File: src/rtl/bbox_cmp_alu.sv
// Glyph bounding-box margin finder fed by independent column and row streams.
// Reports empty margins and 2x-scale hints once both streams are complete.
`timescale 1ns/1ps
module bbox_cmp_alu #(
  parameter int W = 24,
  parameter int H = 64,
  parameter int HTHRESH = 12,
  parameter int VTHRESH = 32,
  localparam int CW = $clog2(W + 1),
  localparam int RW = $clog2(H + 1)
) (
  input  logic          clk,
  input  logic          rst_n,
  input  logic          start,
  input  logic          col_valid,
  output logic          col_ready,
  input  logic [H-1:0]  col_data,
  input  logic          row_valid,
  output logic          row_ready,
  input  logic [W-1:0]  row_data,
  output logic          res_valid,
  input  logic          res_ready,
  output logic          busy,
  output logic [CW-1:0] lshift,
  output logic [CW-1:0] right_empty,
  output logic [RW-1:0] top_empty,
  output logic [RW-1:0] dshift,
  output logic          scale_h,
  output logic          scale_v,
  output logic          blank
);

  typedef enum logic [1:0] {
    IDLE,
    SCAN,
    CALC,
    DONE
  } state_e;

  localparam logic [CW-1:0] W_MAX  = CW'(W);
  localparam logic [CW-1:0] W_LAST = CW'(W - 1);
  localparam logic [RW-1:0] H_MAX  = RW'(H);
  localparam logic [RW-1:0] H_LAST = RW'(H - 1);

  state_e state_q, state_d;

  logic [CW-1:0] col_cnt_q, col_cnt_d;
  logic [CW-1:0] col_first_q, col_first_d;
  logic [CW-1:0] col_last_q, col_last_d;
  logic          col_seen_q, col_seen_d;
  logic [RW-1:0] row_cnt_q, row_cnt_d;
  logic [RW-1:0] row_first_q, row_first_d;
  logic [RW-1:0] row_last_q, row_last_d;
  logic          row_seen_q, row_seen_d;

  logic [CW-1:0] lshift_q, lshift_d;
  logic [CW-1:0] right_q, right_d;
  logic [RW-1:0] top_q, top_d;
  logic [RW-1:0] dshift_q, dshift_d;
  logic          scale_h_q, scale_h_d;
  logic          scale_v_q, scale_v_d;
  logic          blank_q, blank_d;

  logic          col_acc;
  logic          row_acc;
  logic          has_px;
  logic [CW-1:0] rgap;
  logic [RW-1:0] bgap;
  logic [CW:0]   hsum;
  logic [RW:0]   vsum;

  assign col_ready = (state_q == SCAN) && (col_cnt_q < W_MAX);
  assign row_ready = (state_q == SCAN) && (row_cnt_q < H_MAX);
  assign col_acc   = col_valid && col_ready;
  assign row_acc   = row_valid && row_ready;

  // One-sided streams carry no usable box, so both must have seen a pixel.
  assign has_px = col_seen_q && row_seen_q;
  assign rgap   = W_LAST - col_last_q;
  assign bgap   = H_LAST - row_last_q;
  assign hsum   = {1'b0, col_first_q} + {1'b0, rgap};
  assign vsum   = {1'b0, row_first_q} + {1'b0, bgap};

  always_comb begin
    state_d     = state_q;
    col_cnt_d   = col_cnt_q;
    col_first_d = col_first_q;
    col_last_d  = col_last_q;
    col_seen_d  = col_seen_q;
    row_cnt_d   = row_cnt_q;
    row_first_d = row_first_q;
    row_last_d  = row_last_q;
    row_seen_d  = row_seen_q;
    lshift_d    = lshift_q;
    right_d     = right_q;
    top_d       = top_q;
    dshift_d    = dshift_q;
    scale_h_d   = scale_h_q;
    scale_v_d   = scale_v_q;
    blank_d     = blank_q;

    if (start) begin
      state_d     = SCAN;
      col_cnt_d   = '0;
      col_first_d = '0;
      col_last_d  = '0;
      col_seen_d  = 1'b0;
      row_cnt_d   = '0;
      row_first_d = '0;
      row_last_d  = '0;
      row_seen_d  = 1'b0;
      lshift_d    = '0;
      right_d     = '0;
      top_d       = '0;
      dshift_d    = '0;
      scale_h_d   = 1'b0;
      scale_v_d   = 1'b0;
      blank_d     = 1'b0;
    end else begin
      unique case (state_q)
        IDLE: ;
        SCAN: begin
          if (col_acc) begin
            col_cnt_d = col_cnt_q + CW'(1);
            if (|col_data) begin
              if (!col_seen_q) col_first_d = col_cnt_q;
              col_last_d = col_cnt_q;
              col_seen_d = 1'b1;
            end
          end
          if (row_acc) begin
            row_cnt_d = row_cnt_q + RW'(1);
            if (|row_data) begin
              if (!row_seen_q) row_first_d = row_cnt_q;
              row_last_d = row_cnt_q;
              row_seen_d = 1'b1;
            end
          end
          if (col_cnt_q == W_MAX && row_cnt_q == H_MAX)
            state_d = CALC;
        end
        CALC: begin
          blank_d   = !has_px;
          lshift_d  = has_px ? col_first_q : '0;
          right_d   = has_px ? rgap : '0;
          top_d     = has_px ? row_first_q : '0;
          dshift_d  = has_px ? bgap : '0;
          scale_h_d = has_px && (int'(hsum) >= HTHRESH);
          scale_v_d = has_px && (int'(vsum) >= VTHRESH);
          state_d   = DONE;
        end
        DONE: begin
          if (res_ready) state_d = IDLE;
        end
        default: state_d = IDLE;
      endcase
    end
  end

  always_ff @(posedge clk) begin
    if (!rst_n) begin
      state_q     <= IDLE;
      col_cnt_q   <= '0;
      col_first_q <= '0;
      col_last_q  <= '0;
      col_seen_q  <= 1'b0;
      row_cnt_q   <= '0;
      row_first_q <= '0;
      row_last_q  <= '0;
      row_seen_q  <= 1'b0;
      lshift_q    <= '0;
      right_q     <= '0;
      top_q       <= '0;
      dshift_q    <= '0;
      scale_h_q   <= 1'b0;
      scale_v_q   <= 1'b0;
      blank_q     <= 1'b0;
    end else begin
      state_q     <= state_d;
      col_cnt_q   <= col_cnt_d;
      col_first_q <= col_first_d;
      col_last_q  <= col_last_d;
      col_seen_q  <= col_seen_d;
      row_cnt_q   <= row_cnt_d;
      row_first_q <= row_first_d;
      row_last_q  <= row_last_d;
      row_seen_q  <= row_seen_d;
      lshift_q    <= lshift_d;
      right_q     <= right_d;
      top_q       <= top_d;
      dshift_q    <= dshift_d;
      scale_h_q   <= scale_h_d;
      scale_v_q   <= scale_v_d;
      blank_q     <= blank_d;
    end
  end

  assign res_valid   = (state_q == DONE);
  assign busy        = (state_q != IDLE);
  assign lshift      = lshift_q;
  assign right_empty = right_q;
  assign top_empty   = top_q;
  assign dshift      = dshift_q;
  assign scale_h     = scale_h_q;
  assign scale_v     = scale_v_q;
  assign blank       = blank_q;

endmodule

File: config.mk
export PLATFORM = sky130hd
export DESIGN_NAME = bbox_cmp_alu
export DESIGN_NICKNAME = d
export VERILOG_FILES = /design/src/rtl/bbox_cmp_alu.sv
export SDC_FILE = /design/constraint.sdc
export NUM_CORES = 1
export LEC_CHECK = 0
export CAP_MARGIN = 20
export CORE_AREA = 2 2 89 91
export DETAILED_ROUTE_END_ITERATION = 10
export DIE_AREA = 0 0 91 93
export GPL_TIMING_DRIVEN = 0
export PLACE_DENSITY_LB_ADDON = 0.3
export SYNTH_ARGS = -nofsm -noshare
export SYNTH_HDL_FRONTEND = slang
export SYNTH_SLANG_ARGS = --single-unit
File: constraint.sdc
create_clock -name clk -period 2.3 [get_ports clk]
set_input_delay 0.46 -clock clk [delete_from_list [all_inputs] [get_ports clk]]
set_output_delay 0.46 -clock clk [all_outputs]
set_load 0.005 [all_outputs]
==> results.sh, run 1 <==
export IMPL_max_slew_margin_pct=62.9
export IMPL_yosysSeqAreaShare_pct=42.1
export IMPL_synth_top_area_cell="dfxtp_1"
export IMPL_antenna_cells=0
export IMPL_clock_sinks=67
export IMPL_peakVddDrop_uv=275
export IMPL_syn_area_per_cell_sq_um=9.08
export IMPL_yosysWarnings=0
export IMPL_start_util_pct=42.3
export IMPL_cts_tree="yes"
export IMPL_layout_commonest_cell="clkdlybuf4s50_1"
export IMPL_fmax_mhz=455
export IMPL_synth_edf_count=0
export IMPL_die_w_microns=91
export IMPL_worstSetupPathType="reg2out"
export IMPL_hold_viol=0
export IMPL_maxCapViolations=0
export IMPL_rsz0062_at_grt="no"
export IMPL_drtAntennaViolNets=0
export IMPL_ys_ff_latch=67
export IMPL_synthCells=351
export IMPL_cp_required_ns=1.84
export IMPL_drtIter0Drc=80
export IMPL_clk_pin_slew_ns=0.06
export IMPL_stdcell_count=593
export IMPL_grt_max_degree=11
export IMPL_finalInstanceArea_sq_um=4770
export IMPL_ys_top_cells_by_area="dfxtp_1 (42%), ha_1 (8.6%), mux2i_1 (6.9%), nor2_1 (6.4%), a22oi_1 (5.7%)"
export IMPL_drc=0
export IMPL_holdBufCountCts=0
export IMPL_power_density_nw_per_um2=515
export IMPL_r2r_start="state_q[0]"
export IMPL_cp_arrival_ns=1.74
export IMPL_timing_reg2reg_setup_slack_ns=0.27
export IMPL_hold_slack_ns=0.461
export IMPL_min_period_ns=2.20
export IMPL_total_power_mw=2.46
export IMPL_status="finished clean"
export IMPL_synth_top_area_share_pct=42.1
export IMPL_die_h_microns=93
export IMPL_h_tree_depth=3
export IMPL_grt_usage_pct=21.0
export IMPL_hp_class="reg2reg"
export IMPL_rows=32
export IMPL_vias=2963
export IMPL_cts_made_buffers=9
export IMPL_grt_pass1_wl_mm=14.2
export IMPL_rr_worst_depth=7
export IMPL_async_reset_ff_share_pct=0
export IMPL_place_ws_ns=-0.0615
export IMPL_worstSkewPairLatency_ns=0.34
export IMPL_io_pins=125
export IMPL_finClkSkew_ns=0.00598
export IMPL_routed_via_density=5.00
export IMPL_grt_antenna_before_repair=0
export IMPL_setup_slack_ns=0.104
export IMPL_synth_ff_type="dfxtp_1"
export IMPL_portBuffers=124
export IMPL_gp_congestion=0.821
export IMPL_hpwl_mm=6.77
export IMPL_r2r_end="top_empty[5]"
export IMPL_nNetsFinal=604
export IMPL_crit_fanout=5
export IMPL_cts_setup_buffers=0
export IMPL_synthesis_nets=469
export IMPL_firstDrtPassIters=5
export IMPL_coreArea_sq_um=7530
export IMPL_syn2layout_area_growth_pct=49.8
export IMPL_drv_slew=0
export IMPL_period_share_pct=95.5
export IMPL_routed_wl_mm=8.34
export IMPL_endpoint_kind="output pin"
export IMPL_crit_end="col_ready"
export IMPL_grt_overflow=0
export IMPL_cts_max_path_buffers=2
export IMPL_dp_cells=577
export IMPL_p_leak_nw=1.78
export IMPL_syn_area_sq_um=3190
export IMPL_startpoint="state_q[1]"
export IMPL_cts_root_buffer="clkbuf_8"
export IMPL_grt_pass1_vias=3108
export IMPL_placed_cell_area_sq_um=4550
export IMPL_cts_resized=4
export IMPL_setup_violations=0
export IMPL_die_area_sq_um=8460
export IMPL_drive_gt1_share_pct=5.70
export IMPL_startpoint_type="flip-flop"
export IMPL_yosysUniqueCellTypes=43
export IMPL_worst_slew_pin_slew_ns=0.556
export IMPL_wl_per_cell_microns=14.1
export IMPL_nFillCells=684
export IMPL_layout_common_cells="clkdlybuf4s50_1 (124), dfxtp_1 (66), nor2_1 (54), nand2_1 (25), a22oi_1 (24)"
[cell type report]
class,instances,area (sq um),area share (%)
inverters,25,93.8,1.97
flip-flops and latches,67,1340,28.1
well taps,102,128,2.67
repair buffers,124,1240,26.0
plain buffers,15,63.8,1.34
multi-input cells,244,1720,35.9
clock inverters,2,35.0,0.734
clock buffers,14,153,3.20
[routing by layer]
| metal | GRT usage, % | vias to the layer above | wire, microns |
|---|---|---|---|
| li1 | - | 1504 | - |
| met1 | 25.8 | 1361 | 3730 |
| met2 | 35.7 | 73 | 4060 |
| met3 | 3.46 | 25 | 323 |
| met4 | 10.7 | 0 | 230 |
| met5 | 0 | - | 0 |
[worst max-delay path, stage by stage, from the launching register on]
cell and delay, ns:
dfxtp_1 0.36, inv_2 0.10, ha_4 0.16, a21boi_4 0.23, clkdlybuf4s50_1 0.55
[synth_stat cells (all sizes together), types with 6 or more instances]
cell type	number
dfxtp	67
nand2	25
nand4	7
inv	25
a22oi	24
nor4	24
ha	22
a21oi	11
xnor2	6
mux2i	22
nor2	54
clkbuf	13
o21ai	11
nor2b	6
[how the worst min path moves through the flow]
stage | startpoint | end | slack (ns) | cells after the start
after detailed placement | col_last_q[0] | col_last_q[0] | 0.46 | 2
after global routing | col_last_q[0] | col_last_q[0] | 0.51 | 2
after global placement | col_last_q[2] | col_last_q[2] | 0.45 | 2
final | col_last_q[2] | col_last_q[2] | 0.46 | 2
after CTS | col_last_q[0] | col_last_q[0] | 0.47 | 2
after floorplan | col_last_q[2] | col_last_q[2] | 0.44 | 2
[flip-flops by register name, summed over array words and instances (netlist names)]
register / flops
blank: 1
col_cnt_q: 5
col_first_q: 5
col_last_q: 5
col_seen_q: 1
dshift: 7
lshift: 5
right_empty: 5
row_cnt_q: 7
row_first_q: 7
row_last_q: 7
row_seen_q: 1
scale_h: 1
scale_v: 1
state_q: 2
top_empty: 7
[stage by stage]
stage	util (%)	TNS, ns
global placement	60.5	-0.175
global route	63.4	0
floorplan	-	0
finish	63.4	0
CTS	63.3	0
detailed placement	60.5	-0.971
[power by group]
group / switching, mW / internal (mW) / total, mW / leakage (nW)
clock network: 0.412 / 0.531 / 0.943 / 0.0947
logic: 0.123 / 0.211 / 0.335 / 1.15
registers: 0.0102 / 1.17 / 1.18 / 0.540
[kinds of logic (layout without fill, tap and decap cells)]
kind of cell    count (synthesis)  after routing  synth area share, %
compound gates                 54             54                 12.1
flops                          67             67                 42.1
buf+inv                        40            180                 4.87
fa+ha+maj                      24             24                 9.90
mux                            22             22                 6.91
xor+xnor                        9              9                 2.47
simple gates                  135            135                 21.6
No activity file was read; power rests on OpenSTA's default activity.
==> run 2, diff against run 1 <==
ABC_CLOCK_PERIOD_IN_PS = 2300   (was default)
==> results of run 2 <==
Final layout, timing and power as in run 1 (identical DEF).
